File: config.mk
export PLATFORM = sky130hd
export DESIGN_NAME = lock_code_player_flat
export DESIGN_NICKNAME = d
export VERILOG_FILES = /design/src/rtl/lock_code_player_if.sv /design/src/rtl/lock_code_player.sv /design/src/flat_wrapper.sv
export SDC_FILE = /design/constraint.sdc
export NUM_CORES = 1
export LEC_CHECK = 0
export ABC_CLOCK_PERIOD_IN_PS = 2100
export CAP_MARGIN = 40
export CORE_UTILIZATION = 50
export CTS_CLUSTER_SIZE = 25
export DETAILED_ROUTE_END_ITERATION = 8
export PLACE_DENSITY = 0.8
export SYNTH_ARGS = -nofsm -noshare
export SYNTH_HDL_FRONTEND = slang
export SYNTH_SLANG_ARGS = --single-unit
File: constraint.sdc
create_clock -name clk -period 2.1 [get_ports clk]
set_input_delay 0.525 -clock clk [delete_from_list [all_inputs] [get_ports clk]]
set_output_delay 0.525 -clock clk [all_outputs]
set_load 0.02 [all_outputs]
File: src/rtl/lock_code_player_if.sv
// Bundle of the signals between lock_code_player and its surroundings:
// the request side (start/sweep/code), the lock side (digit/enter/lock_reset,
// open/fail) and the status side (busy/done/success/timeout/attempt/state).
//
// Handshake semantics: start is a one-cycle request that is accepted only on
// a rising edge where busy is low; a start seen while busy is dropped, never
// queued. enter and lock_reset are one-cycle strobes toward the lock with no
// back-pressure. open/fail are level verdicts from the lock, looked at only
// while the player is waiting for a verdict. done is a one-cycle completion
// strobe; success/timeout/attempt are valid from done until the next accepted
// start.
interface lock_code_player_if #(
  parameter int NumDigits  = 4,
  parameter int DigitWidth = 4
);
  localparam int CodeWidth = NumDigits * DigitWidth;

  logic                  start;
  logic                  sweep;
  logic [CodeWidth-1:0]  code;
  logic [DigitWidth-1:0] digit;
  logic                  enter;
  logic                  lock_reset;
  logic                  open;
  logic                  fail;
  logic                  busy;
  logic                  done;
  logic                  success;
  logic                  timeout;
  logic [CodeWidth-1:0]  attempt;
  logic [2:0]            state;

  // Player side.
  modport master (
    input  start, sweep, code, open, fail,
    output digit, enter, lock_reset, busy, done, success, timeout, attempt, state
  );

  // Requester / lock side.
  modport slave (
    output start, sweep, code, open, fail,
    input  digit, enter, lock_reset, busy, done, success, timeout, attempt, state
  );
endinterface

File: src/rtl/lock_code_player.sv
// Replays a code digit-by-digit into a combination lock, then waits for the
// lock's verdict. In sweep mode a failed attempt bumps the code by one and
// retries until the lock opens or the code reaches all ones.
module lock_code_player #(
  parameter int NumDigits   = 4,
  parameter int DigitWidth  = 4,
  parameter int GapCycles   = 16,
  parameter int RespTimeout = 64
) (
  input  logic               clk,
  input  logic               rst,
  lock_code_player_if.master bus
);
  localparam int CodeWidth = NumDigits * DigitWidth;
  localparam int IdxWidth  = (NumDigits > 1) ? $clog2(NumDigits) : 1;
  localparam int GapWidth  = (GapCycles > 1) ? $clog2(GapCycles) : 1;
  localparam int RespWidth = (RespTimeout > 1) ? $clog2(RespTimeout) : 1;

  localparam logic [IdxWidth-1:0]  LastIdx  = IdxWidth'(NumDigits - 1);
  localparam logic [GapWidth-1:0]  GapLast  = GapWidth'(GapCycles - 1);
  localparam logic [RespWidth-1:0] RespLast = RespWidth'(RespTimeout - 1);
  localparam logic [CodeWidth-1:0] AllOnes  = {CodeWidth{1'b1}};

  typedef enum logic [2:0] {
    S_IDLE   = 3'd0,
    S_CLEAR  = 3'd1,
    S_SEND   = 3'd2,
    S_GAP    = 3'd3,
    S_WAIT   = 3'd4,
    S_NEXT   = 3'd5,
    S_FINISH = 3'd6
  } state_t;

  state_t                 state_q, state_d;
  logic [CodeWidth-1:0]   attempt_q, attempt_d;
  logic                   sweep_q, sweep_d;
  logic [IdxWidth-1:0]    idx_q, idx_d;
  logic [GapWidth-1:0]    gap_q, gap_d;
  logic [RespWidth-1:0]   resp_q, resp_d;
  logic                   success_q, success_d;
  logic                   timeout_q, timeout_d;

  logic [DigitWidth-1:0]  digit_sel;
  logic                   enter_o;
  logic                   lock_reset_o;
  logic                   busy_o;
  logic                   done_o;
  logic                   show_digit;

  // Select the digit at the current index; index 0 is the most significant.
  always_comb begin
    digit_sel = '0;
    for (int i = 0; i < NumDigits; i++) begin
      if (idx_q == IdxWidth'(i)) begin
        digit_sel = attempt_q[(NumDigits - 1 - i) * DigitWidth +: DigitWidth];
      end
    end
  end

  // State and datapath registers; reset aborts any run with no done pulse.
  always_ff @(posedge clk or posedge rst) begin
    if (rst) begin
      state_q   <= S_IDLE;
      attempt_q <= '0;
      sweep_q   <= 1'b0;
      idx_q     <= '0;
      gap_q     <= '0;
      resp_q    <= '0;
      success_q <= 1'b0;
      timeout_q <= 1'b0;
    end else begin
      state_q   <= state_d;
      attempt_q <= attempt_d;
      sweep_q   <= sweep_d;
      idx_q     <= idx_d;
      gap_q     <= gap_d;
      resp_q    <= resp_d;
      success_q <= success_d;
      timeout_q <= timeout_d;
    end
  end

  // Next-state, counter updates and state-decoded strobes.
  always_comb begin
    state_d      = state_q;
    attempt_d    = attempt_q;
    sweep_d      = sweep_q;
    idx_d        = idx_q;
    gap_d        = gap_q;
    resp_d       = resp_q;
    success_d    = success_q;
    timeout_d    = timeout_q;
    enter_o      = 1'b0;
    lock_reset_o = 1'b0;
    busy_o       = 1'b1;
    done_o       = 1'b0;
    show_digit   = 1'b0;

    case (state_q)
      S_IDLE: begin
        busy_o = 1'b0;
        if (bus.start) begin
          attempt_d = bus.code;
          sweep_d   = bus.sweep;
          success_d = 1'b0;
          timeout_d = 1'b0;
          idx_d     = '0;
          state_d   = S_CLEAR;
        end
      end

      S_CLEAR: begin
        lock_reset_o = 1'b1;
        state_d      = S_SEND;
      end

      S_SEND: begin
        enter_o    = 1'b1;
        show_digit = 1'b1;
        gap_d      = '0;
        state_d    = S_GAP;
      end

      S_GAP: begin
        show_digit = 1'b1;
        if (gap_q == GapLast) begin
          gap_d = '0;
          if (idx_q == LastIdx) begin
            resp_d  = '0;
            state_d = S_WAIT;
          end else begin
            idx_d   = idx_q + 1'b1;
            state_d = S_SEND;
          end
        end else begin
          gap_d = gap_q + 1'b1;
        end
      end

      S_WAIT: begin
        // Fail wins over Open when both are high.
        if (bus.fail) begin
          if (sweep_q && (attempt_q != AllOnes)) begin
            state_d = S_NEXT;
          end else begin
            success_d = 1'b0;
            state_d   = S_FINISH;
          end
        end else if (bus.open) begin
          success_d = 1'b1;
          state_d   = S_FINISH;
        end else if (resp_q == RespLast) begin
          timeout_d = 1'b1;
          state_d   = S_FINISH;
        end else begin
          resp_d = resp_q + 1'b1;
        end
      end

      S_NEXT: begin
        // All-ones never reaches here, so the increment cannot wrap.
        attempt_d = attempt_q + 1'b1;
        idx_d     = '0;
        state_d   = S_CLEAR;
      end

      S_FINISH: begin
        done_o  = 1'b1;
        state_d = S_IDLE;
      end

      default: begin
        busy_o  = 1'b0;
        state_d = S_IDLE;
      end
    endcase
  end

  // Outputs toward the lock and status; strobes decode the state register
  // directly so they drop as soon as reset forces the state to IDLE.
  always_comb begin
    bus.digit      = show_digit ? digit_sel : '0;
    bus.enter      = enter_o;
    bus.lock_reset = lock_reset_o;
    bus.busy       = busy_o;
    bus.done       = done_o;
    bus.success    = success_q;
    bus.timeout    = timeout_q;
    bus.attempt    = attempt_q;
    bus.state      = state_q;
  end
endmodule

File: src/flat_wrapper.sv
// flat-port wrapper written by rule: the top's interface ports become plain ports
module lock_code_player_flat 
#(
  parameter int NumDigits   = 4,
  parameter int DigitWidth  = 4,
  parameter int GapCycles   = 16,
  parameter int RespTimeout = 64
)
  (clk, rst, bus_start, bus_sweep, bus_code, bus_open, bus_fail, bus_digit, bus_enter, bus_lock_reset, bus_busy, bus_done, bus_success, bus_timeout, bus_attempt, bus_state);
  lock_code_player_if #(.NumDigits(NumDigits), .DigitWidth(DigitWidth)) bus_i ();
  input  logic clk;
  input  logic rst;
  input wire logic [$bits(bus_i.start)-1:0] bus_start;
  input wire logic [$bits(bus_i.sweep)-1:0] bus_sweep;
  input wire logic [$bits(bus_i.code)-1:0] bus_code;
  input wire logic [$bits(bus_i.open)-1:0] bus_open;
  input wire logic [$bits(bus_i.fail)-1:0] bus_fail;
  output wire logic [$bits(bus_i.digit)-1:0] bus_digit;
  output wire logic [$bits(bus_i.enter)-1:0] bus_enter;
  output wire logic [$bits(bus_i.lock_reset)-1:0] bus_lock_reset;
  output wire logic [$bits(bus_i.busy)-1:0] bus_busy;
  output wire logic [$bits(bus_i.done)-1:0] bus_done;
  output wire logic [$bits(bus_i.success)-1:0] bus_success;
  output wire logic [$bits(bus_i.timeout)-1:0] bus_timeout;
  output wire logic [$bits(bus_i.attempt)-1:0] bus_attempt;
  output wire logic [$bits(bus_i.state)-1:0] bus_state;
  assign bus_i.start = bus_start;
  assign bus_i.sweep = bus_sweep;
  assign bus_i.code = bus_code;
  assign bus_i.open = bus_open;
  assign bus_i.fail = bus_fail;
  assign bus_digit = bus_i.digit;
  assign bus_enter = bus_i.enter;
  assign bus_lock_reset = bus_i.lock_reset;
  assign bus_busy = bus_i.busy;
  assign bus_done = bus_i.done;
  assign bus_success = bus_i.success;
  assign bus_timeout = bus_i.timeout;
  assign bus_attempt = bus_i.attempt;
  assign bus_state = bus_i.state;
  lock_code_player #(.NumDigits(NumDigits), .DigitWidth(DigitWidth), .GapCycles(GapCycles), .RespTimeout(RespTimeout)) u_core (.clk(clk), .rst(rst), .bus(bus_i));
endmodule
==> metrics.cfg <==
[job]
cap_viol_max_count=0

[sta]
worst_slew_pin_slew_ns=0.618
fin_skew_ns=0.00529
finalHoldViolations=0
finalSetupTns_ns=-0.638
slew_viol_final=0
max_freq_mhz=436
setup_ws_ns=-0.195
maxSlewHeadroom_pct=58.3
setup_viol=5
finalCritPeriodShare_pct=109
period_needed_ns=2.29
rsz0062_at_grt=yes

[power]
power_frac_clock_pct=9.7
p_per_area_nw_per_um2=1470
internal-power_w=0.00275
p_leak_nw=1.46
combPwrFrac_pct=67.1
netSwitchingPower_w=0.00219
p_seq_share_pct=23.2
power.share.switching_pct=44.4
vdd_drop_max_mv=0.980

[synth]
synthSimpleGateAreaFrac_pct=24.1
synth_xor_area_share_pct=0
synthCells=257
synth-adder-area-share_pct=6.14
synth_compound_area_share_pct=24.7
synth_enable_flop_cells=0
synth_top_family_by_area=compound AO/OA/AOI/OAI gates
synth_ff_type=dfrtp_1
ys_ff_latch=34
syn_avg_cell_area_um2=8.72
synth.area.mux_share_pct=2.35
synth_nets=290
ys_seq_area_share_pct=38.0
synth.distinct_cells=49
synth_warnings=0
syn-cell-area_um2=2240
async_flop_share_pct=100

[drt]
drc_errors=0
wl_per_cell_um=18.4
postRouteAntennaNets=0
first_iter_violations=238
firstDrtPassIters=5
dr_total_vias=2539
wirelength_um=7430
avgViaCountPerCell=6.28

[placed_design]
gp_congestion=0.899
port_buffers=50
dpl.hpwl_um=4870

[status]
status=finished with violations
violations=setup timing

[floorplan]
dieArea_um2=4750
io_pins=51
core_um2=4140
die_h_um=68.9
die_w_um=68.9
initial_core_util_pct=54.1
rows=23

[layout]
diodes=0
nets=387
fillCellCount=278
final_core_util_pct=81.1
areaGrowthSynthToFinish_pct=50.0
drive_above_1_share_pct=29.7

[global_routing]
grt_pass1_wl_um=11200
overflow=0
antenna_found_initial=0
track_usage_pct=32.2
grt_start_max_net_pins=35
grt_pass1_vias=2322

[critical_path]
r2r_setup_slack_ns=0.01
cpPeakStageDelay_ns=0.41
cpMaxStageDelayCell=dfrtp_1
critical_path_class=flip-flop to output port
worst_path_dominant_cell_family=compound AO/OA/AOI/OAI gates
cp_max_fo=8
end_kind=output port
required_ns=1.57
crit_chain=inv_2 -> ha_4 -> buf_6 -> a221oi_2 -> a211o_1 -> a21oi_2 -> buf_4
crit_arrival_ns=1.77
path_buf_inv=3
start_kind=flip-flop

[cts]
cts_root_buffer=clkbuf_8
tritoncts=built
ctsHoldBuffers=0
htreeDepth=2
clkTransAtPathRegs_ns=0.07
clockBufferDepth=2
clk_latency_ns=0.30
numCtsBuffers=5
clock_sinks=34

[min_path]
hold_path.class=flip-flop to flip-flop

## timing repair
action                                  4_1_cts  5_1_grt
endpoints found under the setup margin        9       13
pin swaps                                    13        2
setup buffers                                 3        2
gates resized for setup                      62       17
## per-layer routing
layer	track usage, %	routed length [um]	up-vias	part of all wire, %
met5	0	0	-	0
met2	49.5	3520	159	47
met4	12.8	199	0	2.7
li1	-	-	1161	-
met3	6.58	601	24	8.1
met1	43.8	3110	1195	42
## state kept, by name (all words and copies together), names as in the netlist
signal and flops:
u_core.bus.attempt 16, u_core.sweep_q 1, u_core.bus.timeout 1, u_core.idx_q 2, u_core.bus.state 3, u_core.resp_q 6
u_core.bus.success 1, u_core.gap_q 4
## synthesized netlist by cell type (3+ instances only)
master,n,area share (%)
a211o_1,5,2.0
a211oi_1,4,1.3
a21oi_1,13,2.9
a221oi_1,4,1.6
a22o_1,3,1.2
and2_1,4,1.1
and3_1,3,0.84
buf_2,3,0.67
clkbuf_1,8,1.3
dfrtp_1,34,38
ha_1,11,6.1
inv_1,12,2.0
mux2i_1,3,1.3
nand2_1,32,5.4
nand3_1,15,3.3
nand4_1,6,1.7
nor2_1,18,3.0
nor2b_1,10,2.8
nor3_1,6,1.3
nor4_1,3,0.84
o211ai_1,6,2.0
o21a_1,4,1.3
o21ai_0,10,2.2
o221a_2,3,1.5
o311ai_0,4,1.6
or3_1,3,0.84
## cell type report
cell class	instances	area, um^2	share of cell area (%)
clock buffer	7	76.3	2.27
sequential	34	852	25.4
multi-input combinational	198	1440	42.8
tap	50	62.6	1.86
timing repair buffer	103	887	26.4
inverter	12	45.0	1.34
## tightest hold or removal path, stage by stage, from the launching register on
cell and delay (ns):
dfrtp_1 0.36, a21oi_1 0.05, nor2_1 0.08
## layout by cell type (no fill, tap or decap), types with 8 or more instances in the layout
| cell type | Yosys | routed |
|---|---|---|
| buf_4 | 0 | 56 |
| dfrtp_1 | 34 | 33 |
| o21ai_0 | 10 | 9 |
| nand2_1 | 32 | 32 |
| nand3_1 | 15 | 15 |
| clkdlybuf4s50_1 | 0 | 39 |
| nor2_1 | 18 | 18 |
| a21oi_1 | 13 | 9 |
| inv_1 | 12 | 8 |
## stage by stage
| stage | power [W] | instance area [um^2] | hold WS (ns) | cells | worst slack (ns) |
|---|---|---|---|---|---|
| 3_3_place_gp | 0.00393 | 3100 | 0.495 | 392 | -0.319 |
| 5_1_grt | 0.00520 | 3360 | 0.558 | 404 | -0.206 |
| 3_5_place_dp | 0.00401 | 3100 | 0.493 | 392 | -0.391 |
| 6_report | 0.00494 | 3360 | 0.520 | 404 | -0.195 |
| 4_1_cts | 0.00469 | 3300 | 0.522 | 402 | -0.105 |
| 2_1_floorplan | 0.00262 | 2240 | 0.487 | 257 | 0.0182 |
## cell families (layout without fill, tap and decap cells)
kind of cell | Yosys count | in the layout
AOI/OAI and AO/OA | 75 | 75
adders and majority gates | 11 | 11
buffers and inverters | 25 | 122
DFF | 34 | 34
muxes | 5 | 5
and+or+nand+nor | 107 | 107
## power by group through the flow
stage	logic, W	registers, W	clock network, W
final	0.00332	0.00114	0.000477
after global routing	0.00353	0.00116	0.000503
after CTS	0.00310	0.00112	0.000475
after detailed placement	0.00290	0.00112	0
after global placement	0.00282	0.00111	0
after floorplan	0.00126	0.00137	0
## worst paths after layout
path | startpoint | cells after the start | end
min reg2reg | u_core.bus.timeout | 2 | u_core.bus.timeout
min in group asynchronous | rst | 3 | u_core.gap_q[1]
max | u_core.idx_q[1] | 7 | bus_digit[0]
min | u_core.bus.timeout | 2 | u_core.bus.timeout
max reg2reg | u_core.bus.state[1] | 8 | u_core.bus.attempt[15]
max in group asynchronous | rst | 3 | u_core.bus.attempt[2]
(Power assumes the default switching activity.)
